### src/rtl/execution_vectors_pkg.sv
// Decoded control word shared by the vector FP conversion unit and its sequencer.
package execution_vectors_pkg;

    localparam int unsigned OPERATION_WIDTH = 4;
    localparam int unsigned SEW_WIDTH       = 2;
    localparam int unsigned RM_WIDTH        = 3;

    typedef struct packed {
        logic [OPERATION_WIDTH-1:0] operation;
        logic [SEW_WIDTH-1:0]       source_sew;
        logic [SEW_WIDTH-1:0]       destination_sew;
        logic [RM_WIDTH-1:0]        rounding_mode;
        logic                       widen;
        logic                       narrow;
        logic                       is_signed;
    } execution_vector_t;

endpackage

### src/rtl/riscv_v_pkg.sv
// Vector-extension constants, vlmul decoding and the conversion sequencer state encoding.
package riscv_v_pkg;

    localparam int unsigned VLEN             = 128;
    localparam int unsigned REG_ADDR_WIDTH   = 5;
    localparam int unsigned VLMUL_WIDTH      = 3;
    localparam int unsigned GROUP_SIZE_WIDTH = 4;

    localparam logic [VLMUL_WIDTH-1:0] VLMUL_1        = 3'b000;
    localparam logic [VLMUL_WIDTH-1:0] VLMUL_2        = 3'b001;
    localparam logic [VLMUL_WIDTH-1:0] VLMUL_4        = 3'b010;
    localparam logic [VLMUL_WIDTH-1:0] VLMUL_8        = 3'b011;
    localparam logic [VLMUL_WIDTH-1:0] VLMUL_RESERVED = 3'b100;

    typedef enum logic [1:0] {
        SEQ_IDLE  = 2'd0,
        SEQ_READ  = 2'd1,
        SEQ_DRAIN = 2'd2,
        SEQ_ERR   = 2'd3
    } seq_state_t;

    // Fractional encodings still occupy one whole register.
    function automatic logic [GROUP_SIZE_WIDTH-1:0] vlmul_to_group_size(
        input logic [VLMUL_WIDTH-1:0] vlmul
    );
        logic [GROUP_SIZE_WIDTH-1:0] size;
        case (vlmul)
            VLMUL_2: size = GROUP_SIZE_WIDTH'(2);
            VLMUL_4: size = GROUP_SIZE_WIDTH'(4);
            VLMUL_8: size = GROUP_SIZE_WIDTH'(8);
            default: size = GROUP_SIZE_WIDTH'(1);
        endcase
        return size;
    endfunction

endpackage

### src/rtl/vector_floating_point_conversion_sequencer.sv
// Strip-mines one vector FP conversion across its register group: one register
// read per cycle, converted by the external combinational unit, written one cycle later.
module vector_floating_point_conversion_sequencer
    import execution_vectors_pkg::*;
#(
    parameter int unsigned VLEN           = riscv_v_pkg::VLEN,
    parameter int unsigned REG_ADDR_WIDTH = riscv_v_pkg::REG_ADDR_WIDTH
) (
    input  logic                      clock,
    input  logic                      reset,
    input  logic                      request_valid,
    output logic                      request_ready,
    input  execution_vector_t         request_execution_vector,
    input  logic [2:0]                request_vlmul,
    input  logic [REG_ADDR_WIDTH-1:0] request_vs2,
    input  logic [REG_ADDR_WIDTH-1:0] request_vd,
    input  logic                      flush,
    output logic                      rf_read_enable,
    output logic [REG_ADDR_WIDTH-1:0] rf_read_address,
    input  logic [VLEN-1:0]           rf_read_data,
    output execution_vector_t         cu_execution_vector,
    output logic [VLEN-1:0]           cu_vs2,
    input  logic [VLEN-1:0]           cu_vd,
    output logic                      rf_write_enable,
    output logic [REG_ADDR_WIDTH-1:0] rf_write_address,
    output logic [VLEN-1:0]           rf_write_data,
    output logic                      done,
    output logic                      illegal
);
    import riscv_v_pkg::seq_state_t;
    import riscv_v_pkg::SEQ_IDLE;
    import riscv_v_pkg::SEQ_READ;
    import riscv_v_pkg::SEQ_DRAIN;
    import riscv_v_pkg::SEQ_ERR;
    import riscv_v_pkg::VLMUL_RESERVED;
    import riscv_v_pkg::vlmul_to_group_size;

    localparam int unsigned INDEX_WIDTH = 3;
    localparam int unsigned GROUP_WIDTH = riscv_v_pkg::GROUP_SIZE_WIDTH;

    seq_state_t state;
    seq_state_t state_next;

    execution_vector_t         execution_vector_q;
    logic [REG_ADDR_WIDTH-1:0] vs2_base;
    logic [REG_ADDR_WIDTH-1:0] vd_base;
    logic [GROUP_WIDTH-1:0]    group_size;
    logic [INDEX_WIDTH-1:0]    read_index;
    logic [INDEX_WIDTH-1:0]    write_index;
    logic                      write_valid;
    logic                      done_q;

    logic                      accept;
    logic                      request_illegal;
    logic                      last_read;
    logic [GROUP_WIDTH-1:0]    request_group_size;
    logic [REG_ADDR_WIDTH-1:0] align_mask;

    // Aligned bases guarantee base+G-1 stays inside the register file.
    assign request_group_size = vlmul_to_group_size(request_vlmul);
    assign align_mask         = REG_ADDR_WIDTH'(request_group_size - GROUP_WIDTH'(1));
    assign request_illegal    = (request_vlmul == VLMUL_RESERVED)
                             || (|(request_vs2 & align_mask))
                             || (|(request_vd & align_mask));
    assign accept             = request_valid && (state == SEQ_IDLE);
    assign last_read          = (GROUP_WIDTH'(read_index) == (group_size - GROUP_WIDTH'(1)));

    always_ff @(posedge clock or posedge reset) begin
        if (reset) begin
            state <= SEQ_IDLE;
        end else begin
            state <= state_next;
        end
    end

    always_comb begin
        state_next = state;
        if ((state != SEQ_IDLE) && flush) begin
            state_next = SEQ_IDLE;
        end else begin
            case (state)
                SEQ_IDLE: begin
                    if (accept) begin
                        state_next = request_illegal ? SEQ_ERR : SEQ_READ;
                    end
                end
                SEQ_READ: begin
                    if (last_read) begin
                        state_next = SEQ_DRAIN;
                    end
                end
                SEQ_DRAIN: state_next = SEQ_IDLE;
                SEQ_ERR:   state_next = SEQ_IDLE;
                default:   state_next = SEQ_IDLE;
            endcase
        end
    end

    // Strobes are gated by flush combinationally so the abort cycle touches nothing.
    always_comb begin
        request_ready       = 1'b0;
        rf_read_enable      = 1'b0;
        rf_read_address     = '0;
        rf_write_enable     = 1'b0;
        rf_write_address    = '0;
        rf_write_data       = '0;
        cu_vs2              = '0;
        cu_execution_vector = '0;
        done                = done_q;
        illegal             = 1'b0;

        request_ready  = (state == SEQ_IDLE);
        rf_read_enable = (state == SEQ_READ) && !flush;
        if (rf_read_enable) begin
            rf_read_address = vs2_base + REG_ADDR_WIDTH'(read_index);
        end
        rf_write_enable = write_valid && !flush;
        if (rf_write_enable) begin
            rf_write_address = vd_base + REG_ADDR_WIDTH'(write_index);
            rf_write_data    = cu_vd;
            cu_vs2           = rf_read_data;
        end
        if (state != SEQ_IDLE) begin
            cu_execution_vector = execution_vector_q;
        end
        illegal = (state == SEQ_ERR) && !flush;
    end

    // Request latch, strip-mine indices and the one-cycle read-to-write pipeline.
    always_ff @(posedge clock or posedge reset) begin
        if (reset) begin
            execution_vector_q <= '0;
            vs2_base           <= '0;
            vd_base            <= '0;
            group_size         <= '0;
            read_index         <= '0;
            write_index        <= '0;
            write_valid        <= 1'b0;
            done_q             <= 1'b0;
        end else begin
            write_valid <= rf_read_enable;
            done_q      <= (state == SEQ_DRAIN) && !flush;
            if (accept) begin
                execution_vector_q <= request_execution_vector;
                vs2_base           <= request_vs2;
                vd_base            <= request_vd;
                group_size         <= request_group_size;
                read_index         <= '0;
                write_index        <= '0;
            end else begin
                if (rf_read_enable) begin
                    read_index <= read_index + INDEX_WIDTH'(1);
                end
                if (rf_write_enable) begin
                    write_index <= write_index + INDEX_WIDTH'(1);
                end
            end
        end
    end

endmodule

### config.mk
export PLATFORM = sky130hd
export DESIGN_NAME = vector_floating_point_conversion_sequencer
export DESIGN_NICKNAME = d
export VERILOG_FILES = /design/src/rtl/execution_vectors_pkg.sv /design/src/rtl/riscv_v_pkg.sv /design/src/rtl/vector_floating_point_conversion_sequencer.sv
export SDC_FILE = /design/constraint.sdc
export NUM_CORES = 1
export LEC_CHECK = 0
export ABC_AREA = 1
export ABC_CLOCK_PERIOD_IN_PS = 2500
export CORE_AREA = 2 2 222 224
export DETAILED_ROUTE_END_ITERATION = 16
export DIE_AREA = 0 0 224 226
export REMOVE_ABC_BUFFERS = 1
export SLEW_MARGIN = 25
export SYNTH_ARGS = -nofsm -noshare
export SYNTH_HDL_FRONTEND = slang
export SYNTH_SLANG_ARGS = --single-unit
### constraint.sdc
create_clock -name clock -period 2.5 [get_ports clock]
set_clock_uncertainty 0.15 [all_clocks]
set_input_delay 0.5 -clock clock [delete_from_list [all_inputs] [get_ports clock]]
set_output_delay 0.5 -clock clock [all_outputs]
set_load 0.01 [all_outputs]
# Word level (Yosys, flattened, before mapping)
# Cells that the tools add are included.
# word_totals
out_inout_bits	285
mem_bits_ro	0
reg_bits	38
latchBits	0
mem_bits_rw	0
n_memories	0
# op_classes
n_eq_ne	10
n_shift	0
n_addsub	6
mul	0
n_mux	15
n_reduce_logical	17
div	0
order_cmp	0
bitwise	2
# op_table
op	count
$mux 128	2
$mux 14	1
$mux 3	4
$pmux 4 s3	1
$add 5x3->5	2
$and 5x5->5	2
$mux 5	2
$reduce_or 5->1	2
$mux 2	4
$add 3x1->3 const B	2
$eq 3x2->1 const B	2
$logic_and 1x1->1	6
$pmux 2 s3	1
$reduce_bool 2->1	3
$sub 4x1->5 const B	1
$eq 2x2->1 const B	2
$eq 3x4->1	1
$sub 4x1->4 const B	1
$eq 3x1->1 const B	1
$eq 3x3->1 const B	1
$ne 3x1->1 const B	1
$ne 3x3->1 const B	1
$eq 2x1->1 const B	1
$logic_not 2->1	1
other kinds (4)	5

# Longest topological paths before layout
# logic_depth
depth_word	11
ltp_mapped	10

# Least setup slack after synthesis
# No wires, ideal clock.
# synth_timing
path_kind	reg2out
from	register read_index[0]
to	output rf_read_address[4]
arrival_ns	1.345
stages_incl_launch_ff	6
slack_ns	0.505
path_cell_list	dfrtp_1 -> ha_1 -> fa_1 -> nand2_1 -> a21oi_1 -> a21oi_1
# synth_via
elab_chain_cells	2
# synth_rtl
element	line_no	source
start, declared	vector_floating_point_conversion_sequencer.sv:48	logic [INDEX_WIDTH-1:0] read_index;
start signal, assigned	vector_floating_point_conversion_sequencer.sv:152	read_index <= read_index + INDEX_WIDTH'(1);
$add 5x3->5	vector_floating_point_conversion_sequencer.sv:115	rf_read_address = vs2_base + REG_ADDR_WIDTH'(read_index);
$mux 5	vector_floating_point_conversion_sequencer.sv:114	if (rf_read_enable) begin
end, declared	vector_floating_point_conversion_sequencer.sv:19	output logic [REG_ADDR_WIDTH-1:0] rf_read_address,
# No other way between the ends.

==> results.ini <==
[routing]
drc_errors = 0
firstDrtPassIters = 4
route.vias.total = 7023
wl_mm = 44.0
drt_iter0_drc = 224
ant_nets = 0
wire_per_inst_um = 21.4
via_per_inst = 3.42

[final_layout]
postLayoutCoreUtil = 0.226
design_area_um2 = 10900
fill_cells = 5571
drive_gt1_frac = 0.161
multi_input_area_um2 = 2010
finalNetCount = 1714
regArea_um2 = 951
final_common_cell = clkdlybuf4s50_1
layout_common_cells = clkdlybuf4s50_1 (302), inv_1 (298), nor2_1 (268)
area_growth_syn_to_layout_pct = 166

[logic_synthesis]
ys_seq_area_frac = 0.231
yosysUniqueCellTypes = 24
syn_area_um2 = 4110
avgSynthCellArea_um2 = 5.11
synthFlopType = dfrtp_1
synth_edf_count = 0
ys_ff_latch = 38
async_flop_share = 1.00
synthCells = 805
yosys_warnings = 0

[floorplan]
ios = 572
coreArea_um2 = 48300
die_height_um = 226
die_area_um2 = 50600
row_count = 81
die_x_um = 224
initial_core_util = 0.0851

[clock_tree]
clkTransAtPathRegs_ps = 70
numClockSinks = 38
cts_buffer_depth = 2
worstSkewPairLatency_ps = 300
cts_buffers = 5
cts-hold-fix-buffers = 0
htreeDepth = 2
cts_root_buf = clkbuf_16
cts_tree = yes

[sta]
setup_viol = 0
hold_viol = 0
final.period_utilization = 0.964
finalWorstPathRequiredPeriod_ps = 2410
slew_viol_final = 0
fmax_mhz = 415
setup_ws_ps = 91.1
worst-slew-pin-transition_ps = 549
maxSlewHeadroom = 0.634

[power]
p_total_mw = 5.06
p_leak_nw = 6.50
vdd_drop_max_mv = 0.441
p_per_area_nw_per_um2 = 463

[worst_setup_path]
rr_startpoint = state[0]$_DFFE_PP0P_
worst-setup-path-type = reg2out
required_ps = 1850
arrival_ps = 1760
endpoint_kind = primary output
critPathMaxFanout = 18
worst_setup_path_start_kind = flop
cp-startpoint = state[0]$_DFFE_PP0P_

[placement]
port_buffers = 571
placed_area_um2 = 10800
dpl_worst_slack_ps = -488
hpwl_mm = 38.8
place_congestion = 0.822

[global_routing]
grt.overflow.total = 0
grt_max_degree = 39
first_global_vias = 6952
grt_usage = 0.164
grt_antenna_before_repair = 21
grt_pass1_wl_mm = 56.3

[worst_hold_path]
hold_path.startpoint = group_size[3]$_DFFE_PP0P_
holdCritPathClass = reg2reg

[outcome]
outcome = completed

[flow_run]
max-cap-violations = 0

[metrics by stage]
stage          TNS [ps]  hold slack (ps)  std cells
5_1_grt           -2.79              377       2043
4_1_cts               0              330       2033
3_5_place_dp     -86970              314       2011
6_report              0              352       2052
3_3_place_gp     -88570              316       2011
2_1_floorplan   -838250              289        771
[power breakdown]
| part | internal [mW] | switching, mW | leakage, nW | total (mW) |
|---|---|---|---|---|
| Clock | 0.493 | 0.266 | 0.0830 | 0.759 |
| Combinational | 1.62 | 1.64 | 5.94 | 3.26 |
| Sequential | 0.870 | 0.174 | 0.481 | 1.04 |
[registers in the layout, summed over array words and instances, names as in the netlist]
name / cells
done: 1
write_valid: 1
group_size: 4
execution_vector_q: 14
write_index: 3
vs2_base: 5
read_index: 3
state: 2
vd_base: 5
[layout make-up]
| type | count | share of cell area |
|---|---|---|
| repair buffers | 638 | 0.536 |
| flip-flops and latches | 38 | 0.0869 |
| multi-input cells | 430 | 0.183 |
| diodes | 14 | 0.00320 |
| clock buffers | 6 | 0.0127 |
| inverters | 303 | 0.104 |
| well taps | 622 | 0.0711 |
| clock inverters | 1 | 0.00274 |
[cell usage after synthesis, types with 2 or more instances]
cell type | count | area, um2
buf_4 | 3 | 22.5
fa_1 | 2 | 40.0
o21ai_2 | 4 | 35.0
nand4_1 | 2 | 12.5
buf_2 | 24 | 120
nand3_1 | 8 | 40.0
o21ai_0 | 27 | 135
inv_1 | 301 | 1130
nand2_1 | 75 | 282
dfrtp_1 | 38 | 951
inv_2 | 2 | 7.51
a31oi_1 | 3 | 18.8
a21oi_1 | 9 | 45.0
ha_1 | 9 | 113
clkbuf_1 | 5 | 18.8
nor2_1 | 285 | 1070
[layer usage]
metal / vias up / routed length [um] / GRT usage
met5: - / 71 / 0
met4: 12 / 1820 / 0.0583
met3: 53 / 4760 / 0.0651
met2: 345 / 19700 / 0.264
met1: 3216 / 17600 / 0.196
li1: 3397 / - / -
[path summary, 6_finish.rpt]
kind	endpoint	slack (ps)	depth (start not counted)
min reg2reg	group_size[3]$_DFFE_PP0P_	350	2
max	cu_execution_vector[9]	90	4
max reg2reg	execution_vector_q[12]$_DFFE_PP0P_	680	7
min	group_size[3]$_DFFE_PP0P_	350	2
max in group asynchronous	vs2_base[4]$_DFFE_PP0P_	1320	3
min in group asynchronous	execution_vector_q[5]$_DFFE_PP0P_	490	3
[critical path, cell delays in order, from the launching register on]
cell and delay [ps]:
dfrtp_1 490, nor2_4 60, buf_12 150, nor2_1 170, clkdlybuf4s50_1 580
[logic make-up after synthesis]
group                      after synthesis  share of synthesized area
AOI/OAI and AO/OA                       44                     0.0581
xor gates and xnor gates                 1                    0.00213
and+or+nand+nor                        374                      0.352
DFF                                     38                      0.231
buffers and inverters                  337                      0.319
adders and majority gates               11                     0.0371
[repair_timing]
| item | 4_1_cts | 5_1_grt |
|---|---|---|
| setup endpoints to repair | 258 | 127 |
| resized for setup | 396 | 117 |
| pin swaps | 1 | 10 |
| setup buffers | 10 | 5 |
| gates cloned | 5 | 0 |
No activity file was read; power rests on OpenSTA's default activity.
